### src/rtl/alarm_unit.sv
// alarm_unit
// Settable daily alarm driven by the 24-hour clock's packed time word.
// The alarm hour/minute are set from the shared add_one/add_ten controls
// while idle, the alarm arms on request, rings with a square-wave beep when
// the clock enters the alarm minute, and supports snooze, dismiss and an
// automatic timeout after a number of unattended minutes.
//
// Ports:
//   clk        in   clock shared with the 12/24-hour clocks
//   reset      in   synchronous, active-high reset
//   cur_time   in   27-bit packed time {hr[26:22], min[21:16], sec, frac, sub}
//   set_en     in   level, alarm-setting mode (only honoured while IDLE)
//   add_one    in   debounced level, rising edge adds 1 to selected field
//   add_ten    in   debounced level, rising edge adds 10 to selected field
//   hr_sw      in   selects hour field (priority over min_sw)
//   min_sw     in   selects minute field
//   arm        in   level, alarm enabled
//   snooze     in   debounced level, acts on rising edge
//   dismiss    in   debounced level, acts on rising edge
//   alarm_time out  {al_hr, al_min, 16'b0}, same packing as cur_time
//   armed      out  state != IDLE
//   ringing    out  state == RINGING
//   beep       out  square wave while RINGING, else 0
//   state      out  IDLE=0, ARMED=1, RINGING=2, SNOOZED=3
module alarm_unit #(
    parameter int SNOOZE_MIN       = 5,
    parameter int RING_TIMEOUT_MIN = 10,
    parameter int BEEP_HALF        = 250
) (
    input  logic        clk,
    input  logic        reset,
    input  logic [26:0] cur_time,
    input  logic        set_en,
    input  logic        add_one,
    input  logic        add_ten,
    input  logic        hr_sw,
    input  logic        min_sw,
    input  logic        arm,
    input  logic        snooze,
    input  logic        dismiss,
    output logic [26:0] alarm_time,
    output logic        armed,
    output logic        ringing,
    output logic        beep,
    output logic [1:0]  state
);

    typedef enum logic [1:0] {
        IDLE    = 2'd0,
        ARMED   = 2'd1,
        RINGING = 2'd2,
        SNOOZED = 2'd3
    } state_t;

    localparam int BW = $clog2(BEEP_HALF + 1);

    state_t        state_q, state_d;
    logic [4:0]    al_hr_q, al_hr_d;
    logic [5:0]    al_min_q, al_min_d;
    logic          add_one_q, add_one_d;
    logic          add_ten_q, add_ten_d;
    logic          snooze_q, snooze_d;
    logic          dismiss_q, dismiss_d;
    logic          match_q, match_d;
    logic [5:0]    prev_min_q, prev_min_d;
    logic [4:0]    ring_cnt_q, ring_cnt_d;
    logic [4:0]    snz_cnt_q, snz_cnt_d;
    logic [BW-1:0] beep_cnt_q, beep_cnt_d;
    logic          beep_q, beep_d;

    logic          add_one_edge, add_ten_edge, snooze_edge, dismiss_edge;
    logic          match, trigger, min_tick;
    logic [3:0]    inc;
    logic [5:0]    hr_sum;
    logic [6:0]    min_sum;
    logic [4:0]    ring_cnt_inc;
    logic          unused_time_bits;

    // Seconds and sub-second fields are irrelevant to a minute-resolution alarm.
    assign unused_time_bits = ^cur_time[15:0];

    assign add_one_edge = add_one & ~add_one_q;
    assign add_ten_edge = add_ten & ~add_ten_q;
    assign snooze_edge  = snooze  & ~snooze_q;
    assign dismiss_edge = dismiss & ~dismiss_q;

    // The trigger fires only on entry into the alarm minute, so a forward or
    // backward time jump that lands inside the minute still rings exactly once.
    assign match    = (cur_time[26:22] == al_hr_q) && (cur_time[21:16] == al_min_q);
    assign trigger  = match & ~match_q;
    assign min_tick = (cur_time[21:16] != prev_min_q);

    // Increment is at most 11, so a single conditional subtract gives the modulus.
    assign inc          = (add_one_edge ? 4'd1 : 4'd0) + (add_ten_edge ? 4'd10 : 4'd0);
    assign hr_sum       = {1'b0, al_hr_q} + {2'b00, inc};
    assign min_sum      = {1'b0, al_min_q} + {3'b000, inc};
    assign ring_cnt_inc = ring_cnt_q + 5'd1;

    // Alarm setting, edge history and next-state logic.
    always_comb begin
        add_one_d  = add_one;
        add_ten_d  = add_ten;
        snooze_d   = snooze;
        dismiss_d  = dismiss;
        match_d    = match;
        prev_min_d = cur_time[21:16];
        al_hr_d    = al_hr_q;
        al_min_d   = al_min_q;
        state_d    = state_q;
        ring_cnt_d = ring_cnt_q;
        snz_cnt_d  = snz_cnt_q;
        beep_cnt_d = beep_cnt_q;
        beep_d     = beep_q;

        if (state_q == IDLE && set_en) begin
            if (hr_sw) begin
                al_hr_d = (hr_sum >= 6'd24) ? 5'(hr_sum - 6'd24) : hr_sum[4:0];
            end else if (min_sw) begin
                al_min_d = (min_sum >= 7'd60) ? 6'(min_sum - 7'd60) : min_sum[5:0];
            end
        end

        if (!arm) begin
            state_d    = IDLE;
            ring_cnt_d = '0;
            snz_cnt_d  = '0;
            beep_cnt_d = '0;
            beep_d     = 1'b0;
        end else begin
            unique case (state_q)
                IDLE: begin
                    if (!set_en) state_d = ARMED;
                end
                ARMED: begin
                    if (trigger) begin
                        state_d    = RINGING;
                        ring_cnt_d = '0;
                        beep_cnt_d = '0;
                        beep_d     = 1'b1;
                    end
                end
                RINGING: begin
                    if (beep_cnt_q == BW'(BEEP_HALF - 1)) begin
                        beep_cnt_d = '0;
                        beep_d     = ~beep_q;
                    end else begin
                        beep_cnt_d = beep_cnt_q + 1'b1;
                    end
                    if (dismiss_edge) begin
                        state_d = ARMED;
                    end else if (snooze_edge) begin
                        state_d   = SNOOZED;
                        snz_cnt_d = 5'(SNOOZE_MIN);
                    end else if (min_tick) begin
                        ring_cnt_d = ring_cnt_inc;
                        if (ring_cnt_inc == 5'(RING_TIMEOUT_MIN)) state_d = ARMED;
                    end
                end
                SNOOZED: begin
                    if (dismiss_edge) begin
                        state_d = ARMED;
                    end else if (min_tick) begin
                        snz_cnt_d = snz_cnt_q - 5'd1;
                        if (snz_cnt_q == 5'd1) begin
                            state_d    = RINGING;
                            ring_cnt_d = '0;
                            beep_cnt_d = '0;
                            beep_d     = 1'b1;
                        end
                    end
                end
                default: state_d = IDLE;
            endcase
        end

        // Any exit from RINGING silences the beep and rewinds its timers.
        if (state_d != RINGING) begin
            beep_d     = 1'b0;
            beep_cnt_d = '0;
            ring_cnt_d = '0;
        end
    end

    // State register; edge histories and match_q reset high so an input held
    // through reset produces no spurious edge or trigger.
    always_ff @(posedge clk) begin
        if (reset) begin
            state_q    <= IDLE;
            al_hr_q    <= '0;
            al_min_q   <= '0;
            add_one_q  <= 1'b1;
            add_ten_q  <= 1'b1;
            snooze_q   <= 1'b1;
            dismiss_q  <= 1'b1;
            match_q    <= 1'b1;
            prev_min_q <= '0;
            ring_cnt_q <= '0;
            snz_cnt_q  <= '0;
            beep_cnt_q <= '0;
            beep_q     <= 1'b0;
        end else begin
            state_q    <= state_d;
            al_hr_q    <= al_hr_d;
            al_min_q   <= al_min_d;
            add_one_q  <= add_one_d;
            add_ten_q  <= add_ten_d;
            snooze_q   <= snooze_d;
            dismiss_q  <= dismiss_d;
            match_q    <= match_d;
            prev_min_q <= prev_min_d;
            ring_cnt_q <= ring_cnt_d;
            snz_cnt_q  <= snz_cnt_d;
            beep_cnt_q <= beep_cnt_d;
            beep_q     <= beep_d;
        end
    end

    assign alarm_time = {al_hr_q, al_min_q, 16'b0};
    assign armed      = (state_q != IDLE);
    assign ringing    = (state_q == RINGING);
    assign beep       = beep_q;
    assign state      = state_q;

endmodule

### config.mk
export PLATFORM = sky130hd
export DESIGN_NAME = alarm_unit
export DESIGN_NICKNAME = d
export VERILOG_FILES = /design/src/rtl/alarm_unit.sv
export SDC_FILE = /design/constraint.sdc
export NUM_CORES = 1
export LEC_CHECK = 0
export ABC_AREA = 1
export BUFFER_PORTS_ARGS = -buffer_cell sky130_fd_sc_hd__buf_2
export CAP_MARGIN = 25
export CORE_ASPECT_RATIO = 0.75
export CORE_UTILIZATION = 40
export DETAILED_ROUTE_END_ITERATION = 8
export GPL_TIMING_DRIVEN = 0
export SLEW_MARGIN = 20
export SYNTH_ARGS = -nofsm -noshare
export SYNTH_HDL_FRONTEND = slang
export SYNTH_SLANG_ARGS = --single-unit
### constraint.sdc
create_clock -name clk -period 3.3 [get_ports clk]
set_input_delay 0.495 -clock clk [delete_from_list [all_inputs] [get_ports clk]]
set_output_delay 0.495 -clock clk [all_outputs]
set_load 0.005 [all_outputs]
Yosys cells after proc, flatten, opt, wreduce, memory -nomap -nowiden
Cells that the tools add are included.
- $add $sub $neg: 8
- magnitude comparators: 2
- equal/unequal tests: 19
- mux-type cells: 40
- bitwise logic cells: 13
- reductions and logical operators: 14
- operators with widths (kind ; number):
    $mux 5 ; 12
    $mux 8 ; 5
    $pmux 8 s3 ; 1
    $mux 2 ; 10
    $pmux 5 s3 ; 1
    $ne 2x2->1 const B ; 7
    $pmux 5 s2 ; 1
    $reduce_and 5->1 ; 2
    $add 8x1->8 const B ; 1
    $eq 8x8->1 const B ; 1
    $not 1->1 ; 8
    $pmux 2 s4 ; 1
    $reduce_and 8->1 ; 1
    $add 6x4->7 ; 1
    $ge 7x6->1 const B ; 1
    $add 5x4->6 ; 1
    $eq 6x6->1 ; 1
    $ge 6x5->1 const B ; 1
    $mux 1 ; 6
    $mux 6 ; 1
    $ne 2x1->1 const B ; 3
    $ne 6x6->1 ; 1
    $reduce_and 6->1 ; 1
    $sub 6x6->6 const B ; 1
    other kinds (20) ; 27
- bits in registers: 43
- input port bits: 37
- output and inout port bits: 32

Logic depth before layout (Yosys ltp)
- word-level depth: 10
- mapped depth: 17

Least setup slack after synthesis
No wires, ideal clock.
- kind: input-to-reg
- start: in add_ten
- end: reg al_min_q[2]
- setup time: 0.109 ns
- arrival time: 2.154 ns
- required time: 3.191 ns
- slack: 1.037 ns
- cell stages on the path: 15
- path buffers: 0
- cell sequence: inv_1 nor2_1 ha_1 nand3b_1 nand2_1 inv_1 ha_1 nand2_1 nor2_1 nand2_1 nand3_1 nand2_1 nand3_1 nand2_1 inv_1
- cells in the longest elaborated chain, start to end: 6
- RTL lines (what ; RTL line ; RTL):
    start: declaration ; 35 ; input logic add_ten,
    $and 1x1->1 * ; 83 ; assign add_ten_edge = add_ten & ~add_ten_q;
    $mux 4 * ; 94 ; assign inc = (add_one_edge ? 4'd1 : 4'd0) + (add_ten_edge ? 4'd10 : 4'd0);
    $add 1x4->4 * ; 94 ;
    $add 6x4->7 * ; 96 ; assign min_sum = {1'b0, al_min_q} + {3'b000, inc};
    $sub 6x6->6 or $ge 7x6->1 (tied branches) ; 119 ; al_min_d = (min_sum >= 7'd60) ? 6'(min_sum - 7'd60) : min_sum[5:0];
    $mux 6 * ; 119 ;
    end signal: assignment ; 204 ; al_min_q <= al_min_d;
    end: declaration ; 59 ; logic [5:0] al_min_q, al_min_d;
Mark *: on every way between the ends. The rest lies on a longest branch, timed or not.
A chain may end at the register's enable or synchronous reset.

Worst setup path after layout
- start: reg add_ten_q
- end: reg al_min_q[2]
- cells in the longest elaborated chain, start to end: 7
- RTL lines (what ; RTL line ; RTL):
    start: declaration ; 61 ; logic add_ten_q, add_ten_d;
    start signal: assignment ; 206 ; add_ten_q <= add_ten_d;
    $not 1->1 * ; 83 ;
    $and 1x1->1 * ; 83 ;
    $mux 4 * ; 94 ;
    $add 1x4->4 * ; 94 ;
    $add 6x4->7 * ; 96 ;
    $sub 6x6->6 or $ge 7x6->1 (tied branches) ; 119 ;
    $mux 6 * ; 119 ;
Marks and branches as above.

==> flow_summary_export.csv <==
group,metric,value,unit
status,outcome,"finished, final reports clean",
timing,setup_slack,0.906,ns
power,netSwitchingPower,0.000270,W
die,start_util,42.6,%
cts,h-tree-depth,2,
worst_setup_path,cp.required,3.50,ns
power,powerDensity,313,nW/µm²
cts,post_cts_buffers,0,
drt,drcViolationCount,0,
hold_path,whs_path_depth,3,
layout,n_antenna_cell,0,
timing,holdWs,0.381,ns
power,irDropWorstVdd,0.225,mV
timing,hold_violations,0,
timing,final-setup-viol-count,0,
drt,ant_nets,0,
worst_setup_path,worstReg2RegEnd,"al_min_q[2]",
worst_setup_path,worstPathArrival,2.59,ns
drt,via_per_inst,4.56,
drt,wl_per_cell,10.9,µm
power,p_seq_share,50.2,%
global_route,first_global_vias,2601,
global_route,grt_max_degree,13,
die,die_w,102,µm
worst_setup_path,cp-end-kind,"flop",
global_route,grt_pass1_wl,11.6,mm
yosys,netlist_area,2980,µm²
yosys,ys_warn_count,0,
cts,cts_tree,"done",
timing,clock.fmax,0.418,GHz
yosys,ys_seq_elements,43,
timing,tns,0,ns
placed_design,gp_congestion,0.835,
worst_setup_path,path_class,"reg -> reg",
global_route,antenna_found_initial,0,
worst_setup_path,setup.worst_path.start_class,"flop",
layout,drive_above_1_share,18.3,%
drt,drtPass1Iterations,4,
timing,worst_pin_slew,0.560,ns
placed_design,pre_cts_slack,0.587,ns
cts,post_cts_resized,0,
layout,layout_commonest_cell,"nand2_1",
die,io_pins,69,
layout,nets,566,
worst_setup_path,rr_startpoint,"add_ten_q",
placed_design,place_area,3340,µm²
drt,drt_iter0_markers,89,
timing,skew,0.00659,ns
power,clockPowerShare,37.9,%
worst_setup_path,cp_max_fo,6,
cts,cts_hold_buf,0,
power,swShare,25.0,%
global_route,overflow,0,
placed_design,io_buffers,36,
timing,post-route-min-period,2.39,ns
power,combPwrFrac,11.9,%
timing,maxSlewHeadroom,62.5,%
yosys,avgSynthCellArea,6.53,µm²
timing,rsz0062_at_grt,"no",
yosys,syn_inst,456,
hold_path,min-delay-start,"snooze",
cts,root_buffer,"clkbuf_8",
die,rows,26,
drt,num_vias,2789,
timing,period_share,72.6,%
yosys,yosysSeqAreaShare,28.9,%
die,die_y,76.7,µm
layout,fin_area,3440,µm²
cts,cts_buffers,5,
worst_setup_path,reg2reg_depth,14,
hold_path,hold_class,"in -> reg",
timing,drv_slew,0,
layout,syn2layout_area_growth,15.5,%
global_route,grtUsageTotal,18.7,%
layout,layout_common_cells,"nand2_1, inv_1, nor2_1",
worst_setup_path,rrSetupSlack,0.91,ns
die,die_area,7800,µm²
power,p_leak,1.73,nW
hold_path,whs_endpoint,"snooze_q",
drt,wl,6.68,mm
yosys,synthDistinctLibCells,38,
cts,clock_latency,0.30,ns
cts,cts_buffer_depth,2,
cts,clkSinkCount,43,
placed_design,hpwlAfterDp,5.23,mm
power,p_int,0.000808,W
die,core_area,6990,µm²
flow_run,drv_cap,0,
cts,clk_pin_slew,0.08,ns
## state kept, by name (all words and copies together) (netlist names)
| signal | count |
|---|---|
| add_ten_q | 1 |
| snz_cnt_q | 5 |
| snooze_q | 1 |
| dismiss_q | 1 |
| add_one_q | 1 |
| beep | 1 |
| ring_cnt_q | 5 |
| al_hr_q | 5 |
| prev_min_q | 6 |
| state | 2 |
| beep_cnt_q | 8 |
| al_min_q | 6 |
| match_q | 1 |
## layer usage
metal | track usage [%] | part of all wire, % | up-vias
met3 | 3.92 | 4.7 | 4
met4 | 5.22 | 0.60 | 0
li1 | - | - | 1506
met1 | 25.5 | 52 | 1234
met2 | 29.7 | 43 | 45
met5 | 0 | 0 | -
## power groups by stage
stage | clock [W] | combinational [W] | sequential, W
after global placement | 0 | 0.000126 | 0.000553
after global routing | 0.000446 | 0.000148 | 0.000543
final | 0.000408 | 0.000128 | 0.000541
after detailed placement | 0 | 0.000128 | 0.000553
after CTS | 0.000422 | 0.000128 | 0.000541
after floorplan | 0 | 0.0000876 | 0.000552
## cell families (layout without fill, tap and decap cells)
logic type,count (synthesis),in the layout,synth area share (%)
AOI/OAI and AO/OA,44,44,7.98
xor gates and xnor gates,10,10,2.94
and+or+nand+nor,247,247,38.3
buffers and inverters,96,139,15.0
adders and majority gates,15,15,6.80
other,1,16,0.126
DFF,43,43,28.9
## worst max-delay path by stage
stage              start           to
3_5_place_dp     add_ten  al_min_q[2]
4_1_cts        add_ten_q  al_min_q[2]
2_1_floorplan    add_ten  al_min_q[2]
3_3_place_gp     add_ten  al_min_q[2]
6_report       add_ten_q  al_min_q[2]
5_1_grt        add_ten_q  al_min_q[3]
## critical path, stage by stage, from the launching register on
cell and delay (ns):
dfxtp_1 0.31, nor2_1 0.44, ha_1 0.38, nand3b_1 0.17
nand2_1 0.12, inv_1 0.05, ha_1 0.22, nand2_1 0.07
nor2_1 0.04, nand2_1 0.11, nand3_1 0.13, nand2_1 0.08
nand3_1 0.07, nand2_1 0.06, inv_1 0.03
## cell usage after synthesis, drive strengths merged
library cell,instances,share of area (%)
and2,1,0.21
nor2,59,9.6
dfxtp,43,29
fa,2,1.3
buf,19,5.2
nor3,5,0.84
or2,3,0.63
inv,74,9.3
xor2,7,2.1
nor3b,1,0.25
o21ai,11,1.8
ha,13,5.5
clkinv,1,0.17
a211oi,1,0.25
a21o,2,0.50
o211ai,1,0.25
nand3,25,4.2
nand3b,2,0.50
clkbuf,2,0.25
a21oi,26,4.4
nand4,13,2.9
conb,1,0.13
o21a,1,0.25
nor4,4,1.3
xnor2,3,0.88
o21bai,2,0.50
nand2,134,18
## through the flow
step | util, % | power, W | instances
3_3_place_gp | 47.7 | 0.000679 | 605
5_1_grt | 49.2 | 0.00114 | 612
2_1_floorplan | - | 0.000639 | 471
3_5_place_dp | 47.7 | 0.000681 | 605
6_report | 49.2 | 0.00108 | 612
4_1_cts | 49.2 | 0.00109 | 612
## layout make-up
| class | count | area (µm²) |
|---|---|---|
| tap | 98 | 123 |
| clock inverter | 1 | 30.0 |
| buffer | 21 | 164 |
| fill | 743 | 3550 |
| timing repair buffer | 36 | 180 |
| inverter | 75 | 283 |
| sequential | 43 | 861 |
| multi-input combinational | 332 | 1730 |
| clock buffer | 6 | 72.6 |
No activity file was read; power rests on OpenSTA's default activity.
